--- src/rtl/stack_pkg.sv ---
// Shared sizing, FSM state encoding and {push,pop} opcode encoding for the LIFO controller.
package stack_pkg;

    localparam int unsigned DEPTH  = 16;
    localparam int unsigned ADDR_W = 4;

    typedef enum logic [1:0] {
        ST_EMPTY   = 2'b00,
        ST_PARTIAL = 2'b01,
        ST_FULL    = 2'b10
    } state_t;

    typedef enum logic [1:0] {
        OP_NONE    = 2'b00,
        OP_POP     = 2'b01,
        OP_PUSH    = 2'b10,
        OP_REPLACE = 2'b11
    } op_t;

endpackage

--- src/rtl/stack_row_decoder.sv ---
// Index-to-one-hot decoder with enable; drives the per-row clock enables of the matrix.
module stack_row_decoder #(
    parameter int unsigned DEPTH  = 16,
    parameter int unsigned ADDR_W = 4
) (
    input  logic              en,
    input  logic [ADDR_W-1:0] idx,
    output logic [DEPTH-1:0]  onehot
);

    always_comb begin
        onehot = '0;
        if (en) begin
            onehot[idx] = 1'b1;
        end
    end

endmodule

--- src/rtl/stack_lifo_ctrl.sv ---
// LIFO sequencing controller: stack pointer, EMPTY/PARTIAL/FULL FSM, sticky error flags
// and the one-hot row write-enables for the register-matrix datapath.
module stack_lifo_ctrl
    import stack_pkg::*;
#(
    parameter int unsigned DEPTH  = stack_pkg::DEPTH,
    parameter int unsigned ADDR_W = stack_pkg::ADDR_W
) (
    input  logic              clock,
    input  logic              reset,
    input  logic              clear,
    input  logic              push,
    input  logic              pop,
    output logic [DEPTH-1:0]  row_we,
    output logic [ADDR_W-1:0] tos_addr,
    output logic [ADDR_W:0]   count,
    output logic              empty,
    output logic              full,
    output logic              overflow,
    output logic              underflow
);

    localparam int unsigned      CNT_W    = ADDR_W + 1;
    localparam logic [CNT_W-1:0] CNT_FULL = CNT_W'(DEPTH);

    state_t              state_q, state_d;
    logic [CNT_W-1:0]    count_q, count_d;
    logic [ADDR_W-1:0]   tos_q, tos_d;
    logic                empty_q, empty_d;
    logic                full_q, full_d;
    logic                ovf_q, ovf_d;
    logic                udf_q, udf_d;
    logic                we_en;
    logic [ADDR_W-1:0]   we_idx;
    op_t                 op;

    assign op = op_t'({push, pop});

    // State register; every status output moves on the same edge as the pointer.
    always_ff @(posedge clock or posedge reset) begin
        if (reset) begin
            state_q <= ST_EMPTY;
            count_q <= '0;
            tos_q   <= '0;
            empty_q <= 1'b1;
            full_q  <= 1'b0;
            ovf_q   <= 1'b0;
            udf_q   <= 1'b0;
        end else begin
            state_q <= state_d;
            count_q <= count_d;
            tos_q   <= tos_d;
            empty_q <= empty_d;
            full_q  <= full_d;
            ovf_q   <= ovf_d;
            udf_q   <= udf_d;
        end
    end

    // Next-state: pointer update and flag setting; clear overrides any request.
    always_comb begin
        state_d = state_q;
        count_d = count_q;
        ovf_d   = ovf_q;
        udf_d   = udf_q;
        tos_d   = tos_q;
        empty_d = empty_q;
        full_d  = full_q;

        if (clear) begin
            count_d = '0;
            ovf_d   = 1'b0;
            udf_d   = 1'b0;
        end else begin
            case (op)
                OP_PUSH: begin
                    if (state_q != ST_FULL) count_d = count_q + CNT_W'(1);
                    else                    ovf_d   = 1'b1;
                end
                OP_POP: begin
                    if (state_q != ST_EMPTY) count_d = count_q - CNT_W'(1);
                    else                     udf_d   = 1'b1;
                end
                OP_REPLACE: begin
                    if (state_q == ST_EMPTY) begin
                        count_d = CNT_W'(1);
                        udf_d   = 1'b1;
                    end
                end
                default: begin
                end
            endcase
        end

        if (count_d == '0)           state_d = ST_EMPTY;
        else if (count_d == CNT_FULL) state_d = ST_FULL;
        else                          state_d = ST_PARTIAL;

        tos_d   = (count_d == '0) ? '0 : ADDR_W'(count_d - CNT_W'(1));
        empty_d = (state_d == ST_EMPTY);
        full_d  = (state_d == ST_FULL);
    end

    // Row write-enable: push writes row count, replace writes row count-1 (row 0 when empty).
    always_comb begin
        we_en  = 1'b0;
        we_idx = ADDR_W'(count_q);
        if (!reset && !clear) begin
            case (op)
                OP_PUSH: begin
                    we_en = (state_q != ST_FULL);
                end
                OP_REPLACE: begin
                    we_en = 1'b1;
                    if (state_q != ST_EMPTY) we_idx = ADDR_W'(count_q - CNT_W'(1));
                end
                default: begin
                end
            endcase
        end
    end

    stack_row_decoder #(
        .DEPTH  (DEPTH),
        .ADDR_W (ADDR_W)
    ) u_row_decoder (
        .en     (we_en),
        .idx    (we_idx),
        .onehot (row_we)
    );

    assign tos_addr  = tos_q;
    assign count     = count_q;
    assign empty     = empty_q;
    assign full      = full_q;
    assign overflow  = ovf_q;
    assign underflow = udf_q;

endmodule

--- config.mk ---
export PLATFORM = sky130hd
export DESIGN_NAME = stack_lifo_ctrl
export DESIGN_NICKNAME = d
export VERILOG_FILES = /design/src/rtl/stack_pkg.sv /design/src/rtl/stack_row_decoder.sv /design/src/rtl/stack_lifo_ctrl.sv
export SDC_FILE = /design/constraint.sdc
export NUM_CORES = 1
export LEC_CHECK = 0
export ABC_CLOCK_PERIOD_IN_PS = 4200
export CAP_MARGIN = 40
export CORE_MARGIN = 3
export CORE_UTILIZATION = 45
export CTS_CLUSTER_SIZE = 8
export DETAILED_ROUTE_END_ITERATION = 12
export PLACE_DENSITY = 0.77
export RECOVER_POWER = 25
export SLEW_MARGIN = 20
export SYNTH_ARGS = -nofsm -noshare
export SYNTH_HDL_FRONTEND = slang
export SYNTH_HIERARCHICAL = 1
export SYNTH_SLANG_ARGS = --single-unit
--- constraint.sdc ---
create_clock -name clock -period 4.2 [get_ports clock]
set_input_delay 0.63 -clock clock [delete_from_list [all_inputs] [get_ports clock]]
set_output_delay 0.63 -clock clock [all_outputs]
set_load 0.02 [all_outputs]
==> results.yml <==
run_status:
  status: "finished clean"
cts:
  cts_tree: "built"
  cts_resized: 0
  ctsHoldBuffers: 0
  cts_setup_buffers: 0
  cts-htree-levels: 1
  worst_skew_pair.late_latency_ns: 0.29
  cts.path.max_buffers: 2
  cts_buffers: 3
  path_clk_slew_ns: 0.08
  clockRootBuffer: "clkbuf_4"
  cts.sinks: 14
sta:
  setup_violations: 0
  timing.hold.ws_ns: 0.512
  maxSlewViolCount: 0
  clock_skew_ns: 0.00196
  fin_crit_ns: 3.77
  rsz0062_at_grt: "false"
  timing.slew.headroom: 0.599
  finalCritPeriodShare: 0.897
  clock.fmax_mhz: 265
  hold_violations: 0
  finalSetupTns_ns: 0
  worstMarginPinSlew_ns: 0.601
yosys:
  yosys.cell_types.count: 47
  synth_seq_cells: 14
  yosysTopAreaCellShare: 0.280
  synth_edf_count: 0
  ys_seq_area_frac: 0.303
  synthArstFlopShare: 1.00
  synth_common_cells: "24 x nor2_1, 13 x dfrtp_1, 9 x inv_1, 9 x nand2_1, 9 x nor3_1"
  synth_cells: 141
  netlist_top_cells_area: "dfrtp_1 28%, nor2_1 7.8%, ha_1 5.4%"
  syn_avg_cell_area_um2: 8.23
  ys.flop_type: "dfrtp_1"
  ys_warn_count: 6
  synth_area_mm2: 0.00116
  synth_top_cell_by_area: "dfrtp_1"
  yosysMostFrequentCell: "nor2_1"
  syn_nets: 151
run:
  maxCapViolCount: 0
global_route:
  grt_antenna_before_repair: 0
  grtUsageTotal: 0.203
  grt_pass1_vias: 1138
  grt_max_degree: 18
  grt_pass1_wl_um: 5200
  grt_remaining_overflow: 0
finish:
  diodes: 0
  fin_nets: 188
  finish.utilization: 0.667
  drive_gt1_frac: 0.113
  area_growth_pct: 33.3
setup_path:
  reg2reg_slack_ns: 1.38
  cp_max_fo: 6
  end_kind: "primary output"
  cp-start-kind: "input port"
  startpoint: "reset"
  r2r_cells: 11
  rr_endpoint: "tos_addr[2]"
  r2r-start: "state_q[0]"
  crit_type: "in2out"
  crit_arrival_ns: 3.14
  crit_end: "row_we[0]"
  required_ns: 3.57
detailed_routing:
  drtIter0Drc: 35
  vias: 1167
  drt_pass1_iterations: 4
  vias_per_cell: 5.69
  drc: 0
  antenna_left: 0
  wl_per_cell_um: 15.3
  wl_um: 3130
placement:
  io_buffers: 33
  globalplace.congestion: 0.901
  dp_hpwl_um: 2400
floorplan:
  start_util: 0.500
  die_area_mm2: 0.00322
  num_rows: 17
  die_w_um: 56.8
  core_area_mm2: 0.00232
  pin_count: 34
  die_y_um: 56.8
worst_hold_path:
  min-delay-path-class: "reg2reg"
pwr:
  p_total_mw: 0.569
  powerDensity_mw_per_mm2: 368
  p_leak_nw: 0.637
  ir_worst_vdd_mv: 0.266
==> worst min path at each step <==
stage / from / to / slack (ns) / cells past startpoint
finish: underflow / underflow / 0.51 / 2
global route: overflow / overflow / 0.58 / 2
CTS: underflow / underflow / 0.52 / 2
detailed placement: underflow / underflow / 0.50 / 2
global placement: overflow / overflow / 0.50 / 2
floorplan: reset / count[0] / 0.52 / 1
==> layer usage <==
| metal | GRT usage | wire, µm | vias to the layer above |
|---|---|---|---|
| met5 | 0 | 0 | - |
| met4 | 0.106 | 81 | 0 |
| met3 | 0.0299 | 175 | 9 |
| met2 | 0.332 | 1540 | 39 |
| met1 | 0.256 | 1340 | 545 |
| li1 | - | - | 574 |
==> worst max-delay path, cell delays in order <==
cell and delay [ns]:
dlygate4sd3_1 0.58, nor2_1 0.16, nand3_1 0.20, nand2b_1 0.21, xnor2_1 0.18, or3b_4 0.43
nor3_2 0.12, clkdlybuf4s50_1 0.63
==> power by group <==
part,leakage [nW],internal (mW),switching (mW)
combinational,0.434,0.123,0.155
sequential,0.182,0.164,0.0282
clock,0.0210,0.0529,0.0458
total,0.637,0.340,0.229
==> registers in the layout (all words and copies together), names as in the netlist <==
name and flops:
underflow 1, overflow 1, count 5, state_q 1
tos_addr 4, empty 1, full 1
==> cell usage in the layout, fill, tap and decap left out, types with 2 or more instances in the layout <==
cell type	count
ha_1	5
dfrtp_1	13
nand2b_1	6
o32ai_1	2
and2_1	2
nand3_1	4
a31o_2	2
nor2b_1	2
o21ai_0	4
nor2_1	24
nand3b_1	2
inv_1	9
clkdlybuf4s50_1	32
nor3_1	9
mux2i_1	3
nand2_1	9
clkbuf_4	3
buf_4	5
o211ai_1	2
and3_1	2
a21oi_1	8
a31oi_1	2
==> area by class of cell <==
type	instances	area, µm²
tap	28	35.0
sequential	14	352
clock buffer	4	36.3
timing repair buffer	38	368
multi-input combinational	112	722
fill	197	772
inverter	9	33.8
==> logic make-up (layout without fill, tap and decap cells) <==
kind of cell,count (synthesis),after routing,synth area share
flip-flops,14,14,0.303
adder cells (fa/ha/maj),5,5,0.0539
AND/OR/NAND/NOR,66,66,0.286
AO/OA/AOI/OAI,35,35,0.232
multiplexers,4,4,0.0356
buffers and inverters,15,51,0.0744
XOR/XNOR,2,2,0.0151
==> per-stage QoR <==
stage	cell area (µm²)	cells	setup slack, ns
global route	1550	205	0.352
floorplan	1160	141	1.33
CTS	1550	205	0.583
global placement	1510	201	0.710
detailed placement	1510	201	0.585
finish	1550	205	0.432
Note: power is estimated with default switching activity, not from simulation.
